--- src/rtl/mouse_packet_decoder.sv ---
// PS/2 mouse packet decoder: collects 3-byte movement packets, accumulates clamped
// absolute cursor position and button levels, and resynchronises on bad framing or timeout.
module mouse_packet_decoder #(
  parameter int unsigned X_MAX          = 1023,
  parameter int unsigned Y_MAX          = 767,
  parameter int unsigned X_INIT         = 512,
  parameter int unsigned Y_INIT         = 384,
  parameter int unsigned TIMEOUT_CYCLES = 65000
) (
  input  logic        clk,
  input  logic        rst,
  input  logic [7:0]  rx_data,
  input  logic        rx_valid,
  output logic [11:0] mouse_xpos,
  output logic [11:0] mouse_ypos,
  output logic        left_mouse,
  output logic        right_mouse,
  output logic        packet_valid,
  output logic        sync_error
);

  localparam int unsigned CntW = $clog2(TIMEOUT_CYCLES + 1);
  localparam logic [12:0] XMax13 = 13'(X_MAX);
  localparam logic [12:0] YMax13 = 13'(Y_MAX);
  localparam logic [CntW-1:0] CntLast = CntW'(TIMEOUT_CYCLES - 1);

  typedef enum logic [1:0] {WaitB0, WaitB1, WaitB2, Apply} state_e;

  state_e          r_state;
  logic [7:0]      r_status;
  logic [7:0]      r_dx;
  logic [7:0]      r_dy;
  logic [CntW-1:0] r_cnt;
  logic [11:0]     r_xpos;
  logic [11:0]     r_ypos;
  logic            r_left;
  logic            r_right;
  logic            r_packet_valid;
  logic            r_sync_error;

  logic [12:0] w_dx;
  logic [12:0] w_dy;
  logic [12:0] w_sum_x;
  logic [12:0] w_sum_y;
  logic [11:0] w_next_x;
  logic [11:0] w_next_y;
  logic        w_timeout;
  logic        w_unused_status;

  // Overflowed axes contribute nothing; deltas are sign-extended 9-bit values.
  assign w_dx = r_status[6] ? 13'd0 : {{5{r_status[4]}}, r_dx};
  assign w_dy = r_status[7] ? 13'd0 : {{5{r_status[5]}}, r_dy};

  // PS/2 +Y is upward while screen Y grows downward, hence the subtraction.
  assign w_sum_x = {1'b0, r_xpos} + w_dx;
  assign w_sum_y = {1'b0, r_ypos} - w_dy;

  assign w_next_x = w_sum_x[12]       ? 12'd0        :
                    (w_sum_x > XMax13) ? XMax13[11:0] : w_sum_x[11:0];
  assign w_next_y = w_sum_y[12]       ? 12'd0        :
                    (w_sum_y > YMax13) ? YMax13[11:0] : w_sum_y[11:0];

  assign w_timeout       = (r_cnt == CntLast);
  assign w_unused_status = ^r_status[3:2];

  always_ff @(posedge clk or negedge rst) begin
    if (!rst) begin
      r_state        <= WaitB0;
      r_status       <= 8'd0;
      r_dx           <= 8'd0;
      r_dy           <= 8'd0;
      r_cnt          <= '0;
      r_xpos         <= 12'(X_INIT);
      r_ypos         <= 12'(Y_INIT);
      r_left         <= 1'b0;
      r_right        <= 1'b0;
      r_packet_valid <= 1'b0;
      r_sync_error   <= 1'b0;
    end else begin
      r_packet_valid <= 1'b0;
      r_sync_error   <= 1'b0;
      unique case (r_state)
        WaitB0: begin
          r_cnt <= '0;
          if (rx_valid) begin
            if (rx_data[3]) begin
              r_status <= rx_data;
              r_state  <= WaitB1;
            end else begin
              r_sync_error <= 1'b1;
            end
          end
        end
        WaitB1: begin
          if (rx_valid) begin
            r_dx    <= rx_data;
            r_cnt   <= '0;
            r_state <= WaitB2;
          end else if (w_timeout) begin
            r_cnt        <= '0;
            r_state      <= WaitB0;
            r_sync_error <= 1'b1;
          end else begin
            r_cnt <= r_cnt + 1'b1;
          end
        end
        WaitB2: begin
          if (rx_valid) begin
            r_dy    <= rx_data;
            r_cnt   <= '0;
            r_state <= Apply;
          end else if (w_timeout) begin
            r_cnt        <= '0;
            r_state      <= WaitB0;
            r_sync_error <= 1'b1;
          end else begin
            r_cnt <= r_cnt + 1'b1;
          end
        end
        Apply: begin
          r_xpos         <= w_next_x;
          r_ypos         <= w_next_y;
          r_left         <= r_status[0];
          r_right        <= r_status[1];
          r_packet_valid <= 1'b1;
          r_cnt          <= '0;
          r_state        <= WaitB0;
        end
        default: r_state <= WaitB0;
      endcase
    end
  end

  assign mouse_xpos   = r_xpos;
  assign mouse_ypos   = r_ypos;
  assign left_mouse   = r_left;
  assign right_mouse  = r_right;
  assign packet_valid = r_packet_valid;
  assign sync_error   = r_sync_error;

endmodule

--- config.mk ---
export PLATFORM = sky130hd
export DESIGN_NAME = mouse_packet_decoder
export DESIGN_NICKNAME = d
export VERILOG_FILES = /design/src/rtl/mouse_packet_decoder.sv
export SDC_FILE = /design/constraint.sdc
export NUM_CORES = 1
export LEC_CHECK = 0
export CAP_MARGIN = 20
export CORE_AREA = 5 5 139 141
export CTS_BUF_LIST = sky130_fd_sc_hd__clkbuf_8 sky130_fd_sc_hd__clkbuf_16
export DETAILED_ROUTE_END_ITERATION = 16
export DIE_AREA = 0 0 144 146
export HOLD_SLACK_MARGIN = 0.05
export SLEW_MARGIN = 20
export SYNTH_ARGS = -nofsm -noshare
export SYNTH_HDL_FRONTEND = slang
export SYNTH_SLANG_ARGS = --single-unit
--- constraint.sdc ---
create_clock -name clk -period 2.45 [get_ports clk]
set_clock_uncertainty 0.1 [all_clocks]
set_input_delay 0.49 -clock clk [delete_from_list [all_inputs] [get_ports clk]]
set_output_delay 0.49 -clock clk [all_outputs]
set_load 0.02 [all_outputs]
==> results.tsv, run 1 <==
stage	metric	value	unit
outcome	outcome	finished with violations	
outcome	violations	negative setup slack	
critical_path	critPathRequiredTime	2600	ps
pwr	p_per_area	1620	nW/um^2
routing	drtIter0Drc	249	
place	pre_cts_slack	-462	ps
routing	postRouteAntennaNets	0	
routing	vias_per_cell	4.84	
die	ioPinCount	39	
synthesis	ys_seq_area_frac	0.388	
final_layout	ff_latch_area	1710	um^2
routing	dr_wl_met3	570	um
pwr	worst_ir_drop_vdd	0.623	mV
sta	fin_crit	2750	ps
synthesis	synth.area.top_cells	dfrtp_1 37%, ha_1 7.7%, mux2_2 6.2%	
routing	wire_per_inst	15.7	um
sta	relSlewSlack	0.574	
synthesis	synth_warnings	0	
sta	setup_ws	-299	ps
global_routing	grt_usage	0.119	
final_layout	multi_input_area	2870	um^2
die	chipWidth	144	um
sta	finalHoldViolations	0	
critical_path	setup.worst_path.end_class	register	
final_layout	nFillCells	1749	
final_layout	finalNonFillerCells	795	
synthesis	yosysTopAreaCellShare	0.370	
cts	cts_tree	done	
sta	finalSetupTns	-5000	ps
final_layout	finalInstanceArea	6290	um^2
routing	met1Wirelength	5.41	mm
cts	cts.sinks	68	
cts	numCtsBuffers	9	
synthesis	synthFlopType	dfrtp_1	
pwr	power.leakage	2.70	nW
synthesis	syn_inst	445	
cts	clk-insertion-delay-late	340	ps
synthesis	syn_area_per_cell	9.87	um^2
place	gp_congestion	0.827	
routing	via_count	3845	
sta	rsz0062_at_grt	yes	
global_routing	grt_pass1_vias	4107	
sta	final_max_slew_viol_count	0	
routing	dr_wl_met2	6.28	mm
final_layout	drive_gt1_frac	0.360	
critical_path	crit_path_start_kind	register	
synthesis	syn-cell-area	4390	um^2
synthesis	synth_nets	485	
cts	cts.path.max_buffers	2	
routing	routed.top_layer	met4	
place	postPlaceCellArea	5560	um^2
critical_path	critPathMaxFanout	6	
synthesis	synth_seq_cells	68	
final_layout	area_growth_syn_to_layout	43.3	%
sta	fmax	364	MHz
place	place_hpwl	8.68	mm
cts	cts_hold_buf	0	
critical_path	setup.worst_path.start	r_status[7]	
final_layout	layout.nets	601	
synthesis	synth_top_area_cell	dfrtp_1	
pwr	finalPower	10.2	mW
critical_path	reg2reg_from	r_status[7]	
synthesis	synth_edf_count	0	
sta	setup_viol	20	
die	rows	49	
die	dieArea	21000	um^2
global_routing	grt_pass1_wl	20.2	mm
place	dp_cells	764	
sta	fin_crit_sh	1.12	
place	io_buffers	38	
cts	h-tree-depth	3	
die	die_h	146	um
final_layout	final_util	0.353	
cts	cts_root_buf	clkbuf_16	
die	core	17800	um^2
sta	worst_slew_pin_slew	638	ps
routing	drtPass1Iterations	4	
global_routing	grt_start_max_net_pins	29	
synthesis	async_flop_share	1.00	
final_layout	num_antenna_cells	0	
run	cap_violations	0	
global_routing	antenna_found_initial	0	
critical_path	crit_arrival	2900	ps
synthesis	synth_cell_type_count	67	
routing	drc	0	
global_routing	grt_overflow	0	
routing	finalWirelength	12.5	mm
die	initial_core_util	0.246	
sta	hold-worst-slack	70.9	ps
cts	clk_pin_slew	60	ps
min_path	hold_class	primary input to async pin	
critical_path	worstSetupPathType	register to register	
==> synth_stat cells, types with 10 or more instances <==
library cell   n
a21oi_1       26
clkbuf_1      10
dfrtp_1       65
ha_1          27
inv_1         18
mux2_2        24
nand2_1       27
nand2b_1      14
nand3_1       16
nor2_1        39
nor2b_1       13
o21ai_0       12
xnor2_1       13
xor2_1        13
==> flip-flops by register name, summed over array words and instances (netlist names) <==
name,flops
r_cnt,16
mouse_xpos,12
mouse_ypos,12
r_dx,8
r_dy,8
r_status,6
r_state,2
left_mouse,1
packet_valid,1
right_mouse,1
sync_error,1
==> cells by family after synthesis <==
logic type / after synthesis / synth area share
simple gates: 152 / 0.182
flops: 68 / 0.388
fa+ha+maj: 29 / 0.0861
buf+inv: 39 / 0.0402
mux: 26 / 0.0661
xor+xnor: 26 / 0.0519
compound gates: 105 / 0.186
==> layout make-up <==
cell class | count | area share
timing repair buffer | 121 | 0.164
clock inverter | 6 | 0.0113
sequential | 68 | 0.272
inverter | 20 | 0.0123
tap | 229 | 0.0456
multi-input combinational | 341 | 0.457
clock buffer | 10 | 0.0380
==> routing by layer <==
layer	vias up	GRT usage
li1	1852	-
met1	1884	0.147
met2	88	0.203
met3	21	0.0309
met4	0	0.0358
met5	-	0
==> final timing paths <==
| kind | to | slack, ps | depth (start not counted) |
|---|---|---|---|
| setup reg to reg | mouse_ypos[4] | -300 | 9 |
| max in group asynchronous | mouse_xpos[9] | 1540 | 2 |
| min in group clk | r_cnt[0] | 390 | 1 |
| hold reg to reg | r_cnt[0] | 390 | 1 |
| setup / recovery | mouse_ypos[4] | -300 | 9 |
| hold / removal | left_mouse | 70 | 1 |
==> repair_timing <==
item	4_1_cts	5_1_grt
setup endpoints to repair	20	20
cloned	3	1
pin swaps	19	21
setup buffers	9	2
resized for setup	33	25
==> power by group <==
| part | switching (mW) | internal (mW) | total [mW] |
|---|---|---|---|
| Clock | 0.554 | 0.825 | 1.38 |
| Sequential | 0.365 | 1.52 | 1.89 |
| Combinational | 3.46 | 3.47 | 6.93 |
| Total | 4.38 | 5.82 | 10.2 |
==> cell usage in the layout, fill, tap and decap left out, drive strengths merged, types with 10 or more instances in the layout <==
cell,count
clkbuf,10
nor2b,13
nand2b,14
nand3,16
clkdlybuf4s50,37
ha,27
o21ai,17
buf,84
nand2,27
xnor2,13
a21oi,26
dfrtp,65
nor2,41
xor2,13
inv,22
mux2,24
==> critical path, cell delays in order, from the launching register on <==
cell,delay (ps)
dfrtp_2,460
nand2b_4,180
ha_4,210
nor2b_4,120
o31a_1,280
o31a_1,290
o211ai_2,240
nor3b_2,100
a311o_2,460
a32oi_1,210
(Power assumes the default switching activity.)
==> run 2, diff against run 1 <==
==> constraint.sdc (replaced) <==
create_clock -name clk -period 2.5 [get_ports clk]
set_clock_uncertainty 0.1 [all_clocks]
set_input_delay 0.5 -clock clk [delete_from_list [all_inputs] [get_ports clk]]
set_output_delay 0.5 -clock clk [all_outputs]
set_load 0.02 [all_outputs]
==> run 2 against run 1 <==
Compared with the run above: critical endpoint is now mouse_ypos[9]; the flow still finishes with violations (negative setup slack); power is 0.36% lower; global-route usage is 0.47 points lower; sequential share of layout area hardly changed; hold slack better by 320 ps; largest cell class unchanged; non-clock buffer count is 2 lower; sequential cell count stayed put.
==> results.tsv, run 2 (synthesis gave the netlist of run 1 again) <==
stage	metric	value	unit	change
outcome	outcome	finished with violations		
outcome	violations	negative setup slack		
place	io_buffers	38		unchanged
global_routing	antenna_found_initial	0		unchanged
min_path	hold_class	register to register		
final_layout	nFillCells	1763		+0.80%
die	core	17800	um^2	unchanged
global_routing	grt_start_max_net_pins	26		-10%
routing	wire_per_inst	15.2	um	-2.9%
sta	rsz0062_at_grt	yes		
routing	vias_per_cell	4.88		+0.85%
die	ioPinCount	39		unchanged
die	initial_core_util	0.246		unchanged
global_routing	grt_pass1_wl	19.4	mm	-4.0%
global_routing	grt_usage	0.115		-0.00475
critical_path	critical_path.max_stage_delay	440	ps	-20 ps
final_layout	num_antenna_cells	0		unchanged
final_layout	largest_register	r_cnt		
cts	numCtsBuffers	9		unchanged
sta	finalHoldViolations	0		unchanged
sta	worst_slew_pin_slew	529	ps	-109 ps
cts	h-tree-depth	3		unchanged
critical_path	reg2reg_from	r_status[7]		
routing	postRouteAntennaNets	0		unchanged
final_layout	multi_input_area	2850	um^2	-0.96%
pwr	p_seq_frac	0.182		-0.003
critical_path	path_common_cell	buf_4		
sta	final_max_slew_viol_count	0		unchanged
sta	setup_viol	20		unchanged
routing	met1Wirelength	5.29	mm	-2.2%
critical_path	crit_path_start_kind	register		
critical_path	path_cells	buf_6 > nand2b_1 > buf_4 > ha_1 > nand3_1 > o2111a_1 > a311oi_2 > buf_4 > nand2b_4 > o221ai_2		
global_routing	grt_overflow	0		unchanged
cts	clk_pin_slew	60	ps	about the same
cts	cts.path.max_buffers	2		unchanged
routing	drc	0		unchanged
die	rows	49		unchanged
cts	cts_tree	done		
min_path	min_from	r_cnt[0]		
routing	drtIter0Drc	290		+16%
pwr	worst_ir_drop_vdd	0.562	mV	-9.8%
sta	fmax	363	MHz	about the same
run	cap_violations	0		unchanged
pwr	switching_share	0.412		-0.0169
critical_path	crit_arrival	2860	ps	-40 ps
pwr	power.leakage	2.71	nW	+0.34%
critical_path	critPathMaxFanout	8		+2
critical_path	critPathRequiredTime	2610	ps	about the same
global_routing	grt_pass1_vias	3996		-2.7%
cts	cts_root_buf	clkbuf_16		
final_layout	layout.nets	599		-0.33%
final_layout	final_common_cell	buf_4		
critical_path	setup.worst_path.end_class	register		
sta	fin_crit_sh	1.10		-0.0215
final_layout	area_growth_syn_to_layout	43.2	%	about the same
critical_path	crit_family	buffers and inverters		
die	chipWidth	144	um	unchanged
critical_path	critical_path.slowest_cell	dfrtp_1		
pwr	intPower	5.97	mW	+2.6%
final_layout	drive_gt1_frac	0.348		-0.0129
pwr	pwr-share-comb	0.661		-0.018
die	die_h	146	um	unchanged
pwr	p_switching	4.19	mW	-4.3%
place	gp_congestion	0.831		+0.45%
critical_path	worstSetupPathType	register to register		
critical_path	setup.worst_path.start	r_status[7]		
final_layout	ff_latch_area	1710	um^2	about the same
place	place_hpwl	8.61	mm	-0.87%
routing	routed.top_layer	met4		
cts	cts.sinks	68		unchanged
sta	fin_crit	2750	ps	+2.25 ps
sta	relSlewSlack	0.647		+0.0726
routing	drtPass1Iterations	4		unchanged
sta	finalSetupTns	-4210	ps	+790 ps
final_layout	final_cell_mix	75 x buf_4, 64 x dfrtp_1, 37 x nor2_1, 37 x clkdlybuf4s50_1, 25 x nand2_1		
pwr	finalPower	10.2	mW	-0.36%
routing	finalWirelength	12.1	mm	-3.2%
routing	dr_wl_met3	567	um	-0.53%
final_layout	largest_reg_flops	16		unchanged
cts	clk-insertion-delay-late	340	ps	about the same
die	dieArea	21000	um^2	unchanged
routing	dr_wl_met2	5.92	mm	-5.7%
pwr	clkPwrFrac	0.157		+0.022
pwr	p_per_area	1620	nW/um^2	-0.34%
routing	via_count	3868		+0.60%
sta	setup_ws	-252	ps	+47.7 ps
critical_path	cp_num_buf_inv	3		+3
[run 2: cell count changes in the layout (fill, tap and decap cells not counted), sizes merged]
cell / previous run / this run
buf: 84 / 81
bufinv: 1 / 4
clkinv: 1 / 0
clkinvlp: 2 / 0
dlygate4sd3: 0 / 1
[run 2: metrics by stage]
step           hold slack, ps  cells  instance area [um^2]   util  worst slack (ps)
4_1_cts                   389    787                  6120  0.343              -233
3_3_place_gp              351    758                  5500  0.308              -284
6_report                  389    793                  6290  0.352              -252
3_5_place_dp              357    758                  5500  0.308              -361
2_1_floorplan             104    445                  4460      -             -45.1
5_1_grt                   424    793                  6290  0.352              -363
[run 2: layer usage]
layer / global-route usage / up-vias
li1: - / 1844
met1: 0.140 / 1910
met2: 0.189 / 92
met3: 0.0355 / 22
met4: 0.0410 / 0
met5: 0 / -
[run 2: final cells by class]
type                    count  share of cell area
multi-input cells         341               0.453
flip-flops and latches     68               0.271
repair buffers            119               0.160
well taps                 229              0.0456
clock buffers              10              0.0380
clock inverters             6              0.0203
inverters                  20              0.0123
[run 2: worst register-to-register path: stages (launching register included)]
cell	delay [ps]
dfrtp_1	440
buf_6	170
nand2b_1	240
buf_4	200
ha_1	440
nand3_1	150
o2111a_1	270
a311oi_2	210
buf_4	210
nand2b_4	140
o221ai_2	70
[run 2: power groups by stage]
stage | clock [mW] | sequential (mW) | combinational, mW
after floorplan | 0 | 1.93 | 3.57
after global placement | 0 | 1.82 | 5.45
after detailed placement | 0 | 1.84 | 5.61
after CTS | 1.63 | 1.84 | 6.30
after global routing | 1.67 | 1.91 | 7.25
final | 1.59 | 1.85 | 6.72
[run 2: path summary, 6_finish.rpt]
kind	end	slack [ps]	depth (start not counted)
max reg2reg	mouse_ypos[9]	-250	10
min	r_cnt[0]	390	1
min in group asynchronous	r_dy[5]	520	2
min reg2reg	r_cnt[0]	390	1
max	mouse_ypos[9]	-250	10
max in group asynchronous	mouse_ypos[7]	1160	3
[run 2: timing repair]
| action | in CTS | in global routing |
|---|---|---|
| resized for setup | 28 | 23 |
| setup buffers | 9 | 6 |
| gates cloned | 3 | 0 |
| hold endpoints to repair | 11 | 0 |
| pin swaps | 23 | 18 |
| hold buffers | 1 | 0 |
| endpoints found under the setup margin | 20 | 20 |
==> run 3, diff against run 2 <==
--- a/config.mk
+++ b/config.mk
@@ -6,10 +6,10 @@
 export NUM_CORES = 1
 export LEC_CHECK = 0
 export CAP_MARGIN = 20
-export CORE_AREA = 5 5 139 141
+export CORE_AREA = 5 5 111 113
 export CTS_BUF_LIST = sky130_fd_sc_hd__clkbuf_8 sky130_fd_sc_hd__clkbuf_16
 export DETAILED_ROUTE_END_ITERATION = 16
-export DIE_AREA = 0 0 144 146
+export DIE_AREA = 0 0 116 118
 export HOLD_SLACK_MARGIN = 0.05
 export SLEW_MARGIN = 20
 export SYNTH_ARGS = -nofsm -noshare
==> run 3 against run 2 <==
Compared with the run above: the flow still finishes with violations (negative setup slack); clock power is 12% lower; sequential share of layout area grew 1.1 points; utilization is 19 points higher; via count fell by 3.9%; register-to-register slack gained 90 ps; critical path depth rose by 3; sequential power about the same; critical path type unchanged; largest power group unchanged; highest routed layer unchanged.
==> results.tsv, run 3 (synthesis gave the netlist of run 1 again) <==
stage	metric	value	unit	change
critical_path	worstRegToRegCells	13		+3
die	die_h	118	um	-19%
cts	clk_pin_slew	60	ps	about the same
cts	cts_root_buf	clkbuf_16		
critical_path	critPathMaxFanout	5		-3
global_routing	grt_start_max_net_pins	69		+170%
routing	routed.top_layer	met4		
routing	wire_per_inst	15.7	um	+3.3%
final_layout	final_util	0.538		+0.185
pwr	p_seq_frac	0.188		+0.006
final_layout	layout.nets	590		-1.5%
critical_path	cp_num_buf_inv	3		unchanged
cts	cts_tree	done		
outcome	outcome	finished with violations		
sta	relSlewSlack	0.640		-0.00712
global_routing	antenna_found_initial	0		unchanged
final_layout	finalInstanceArea	6030	um^2	-4.1%
final_layout	largest_register	r_cnt		
critical_path	setup.worst_path.end_class	register		
critical_path	reg2reg_from	r_status[6]		
pwr	pwr-share-comb	0.668		+0.007
cts	clk-insertion-delay-late	330	ps	about the same
die	chipWidth	116	um	-19%
sta	setup_ws	-163	ps	+89.1 ps
routing	dr_wl_met2	5.42	mm	-8.5%
sta	setup_viol	20		unchanged
pwr	intPower	5.63	mW	-5.8%
critical_path	crit_family	compound AO/OA/AOI/OAI gates		
die	dieArea	13700	um^2	-35%
critical_path	timing.rr.end	mouse_xpos[8]		
pwr	worst_ir_drop_vdd	0.612	mV	+8.8%
min_path	hold_class	primary input to async pin		
pwr	p_per_area	1620	nW/um^2	+0.13%
routing	finalWirelength	11.0	mm	-9.1%
routing	via_count	3719		-3.9%
place	io_buffers	38		unchanged
die	rows	39		-20%
final_layout	final_common_cell	buf_4		
critical_path	setup.worst_path.start	r_status[6]		
final_layout	largest_reg_flops	16		unchanged
routing	met1Wirelength	5.01	mm	-5.3%
outcome	violations	negative setup slack		
critical_path	crit_arrival	2760	ps	-100 ps
pwr	switching_share	0.423		+0.0113
routing	postRouteAntennaNets	0		unchanged
global_routing	grt_pass1_vias	3810		-4.7%
sta	finalSetupTns	-2750	ps	+1460 ps
sta	finalHoldViolations	0		unchanged
critical_path	crit_end	mouse_xpos[8]		
die	core	11200	um^2	-37%
cts	cts.path.max_buffers	2		unchanged
final_layout	area_growth_syn_to_layout	37.4	%	
final_layout	drive_gt1_frac	0.332		-0.0160
critical_path	critPathRequiredTime	2600	ps	about the same
critical_path	cp_num_cells	13		+3
routing	dr_wl_met3	332	um	-41%
cts	numCtsBuffers	9		unchanged
sta	fmax	376	MHz	+3.3%
routing	vias_per_cell	5.33		+9.2%
pwr	clkPwrFrac	0.144		-0.013
critical_path	worstSetupPathType	register to register		
global_routing	grt_overflow	0		unchanged
critical_path	critical_path.max_stage_delay	410	ps	-30 ps
sta	rsz0062_at_grt	yes		
critical_path	path_cells	nor2b_2 > ha_2 > inv_2 > fa_2 > nor2b_2 > o31a_1 > o21ai_4 > a21o_1 > buf_4 > buf_4 > mux2i_1 > a22oi_1 > o211ai_1		
sta	worst_slew_pin_slew	535	ps	+5.74 ps
cts	cts.sinks	68		unchanged
final_layout	num_antenna_cells	0		unchanged
die	initial_core_util	0.391		+0.145
critical_path	r2r_slack	-160	ps	+90 ps
global_routing	grt_pass1_wl	18.4	mm	-4.8%
final_layout	final_cell_mix	69 x buf_4, 64 x dfrtp_1, 37 x nor2_1, 37 x clkdlybuf4s50_1		
global_routing	grt_usage	0.165		+0.0501
critical_path	critical_path.slowest_cell	dfrtp_1		
cts	h-tree-depth	3		unchanged
pwr	power.leakage	2.63	nW	-3.1%
sta	final_max_slew_viol_count	0		unchanged
place	gp_congestion	0.843		+1.4%
pwr	p_switching	4.13	mW	-1.3%
routing	drtIter0Drc	167		-42%
die	ioPinCount	39		unchanged
sta	fin_crit_sh	1.07		-0.0357
critical_path	crit_path_start_kind	register		
run	cap_violations	0		unchanged
routing	drc	0		unchanged
place	place_hpwl	7.61	mm	-12%
place	postPlaceCellArea	5370	um^2	-2.4%
routing	drtPass1Iterations	4		unchanged
sta	fin_crit	2660	ps	-89.1 ps
==> run 3: cell count changes in the layout (fill, tap and decap cells not counted), sizes merged <==
| cell | change |
|---|---|
| clkbuf | -1 |
| bufinv | -2 |
| dlygate4sd3 | -1 |
| clkinvlp | +1 |
| buf | -8 |
| clkinv | +2 |
==> run 3: per-stage QoR <==
stage	power (mW)	hold WS [ps]	setup WS, ps	instances
finish	9.76	92.5	-163	698
global route	10.5	116	-292	698
CTS	9.26	101	-222	691
detailed placement	7.37	382	-349	667
global placement	7.22	372	-272	667
floorplan	5.50	104	-45.1	445
==> run 3: worst min path at each step <==
| stage | startpoint | end | slack [ps] | cells after the start |
|---|---|---|---|---|
| finish | rst | mouse_xpos[0] | 90 | 2 |
| global route | rst | mouse_xpos[0] | 120 | 2 |
| CTS | rst | mouse_xpos[0] | 100 | 2 |
| detailed placement | r_cnt[0] | r_cnt[0] | 380 | 1 |
| global placement | r_cnt[0] | r_cnt[0] | 370 | 1 |
| floorplan | rst | left_mouse | 100 | 0 |
==> run 3: per-layer routing <==
metal	vias to the layer above	track usage
li1	1823	-
met1	1816	0.221
met2	64	0.268
met3	16	0.0314
met4	0	0.0493
met5	-	0
==> run 3: power by group through the flow <==
stage	Clock, mW	Combinational (mW)	Sequential [mW]
after CTS	1.43	6.01	1.82
after global routing	1.48	7.10	1.89
after detailed placement	0	5.55	1.82
after global placement	0	5.41	1.81
final	1.40	6.52	1.84
after floorplan	0	3.57	1.93
==> run 3: layout make-up <==
cell class	instances	area, um^2
multi-input combinational	341	2810
tap	143	179
clock buffer	9	225
timing repair buffer	110	936
sequential	68	1710
clock inverter	7	98.8
inverter	20	77.6
fill	994	5190
==> run 3: repair_timing <==
action / in CTS / in global routing
endpoints found under the setup margin: 20 / 20
setup buffers: 6 / 6
cloned: 2 / 1
gates resized for setup: 18 / 23
hold buffers: 0 / 0
pin swaps: 25 / 22
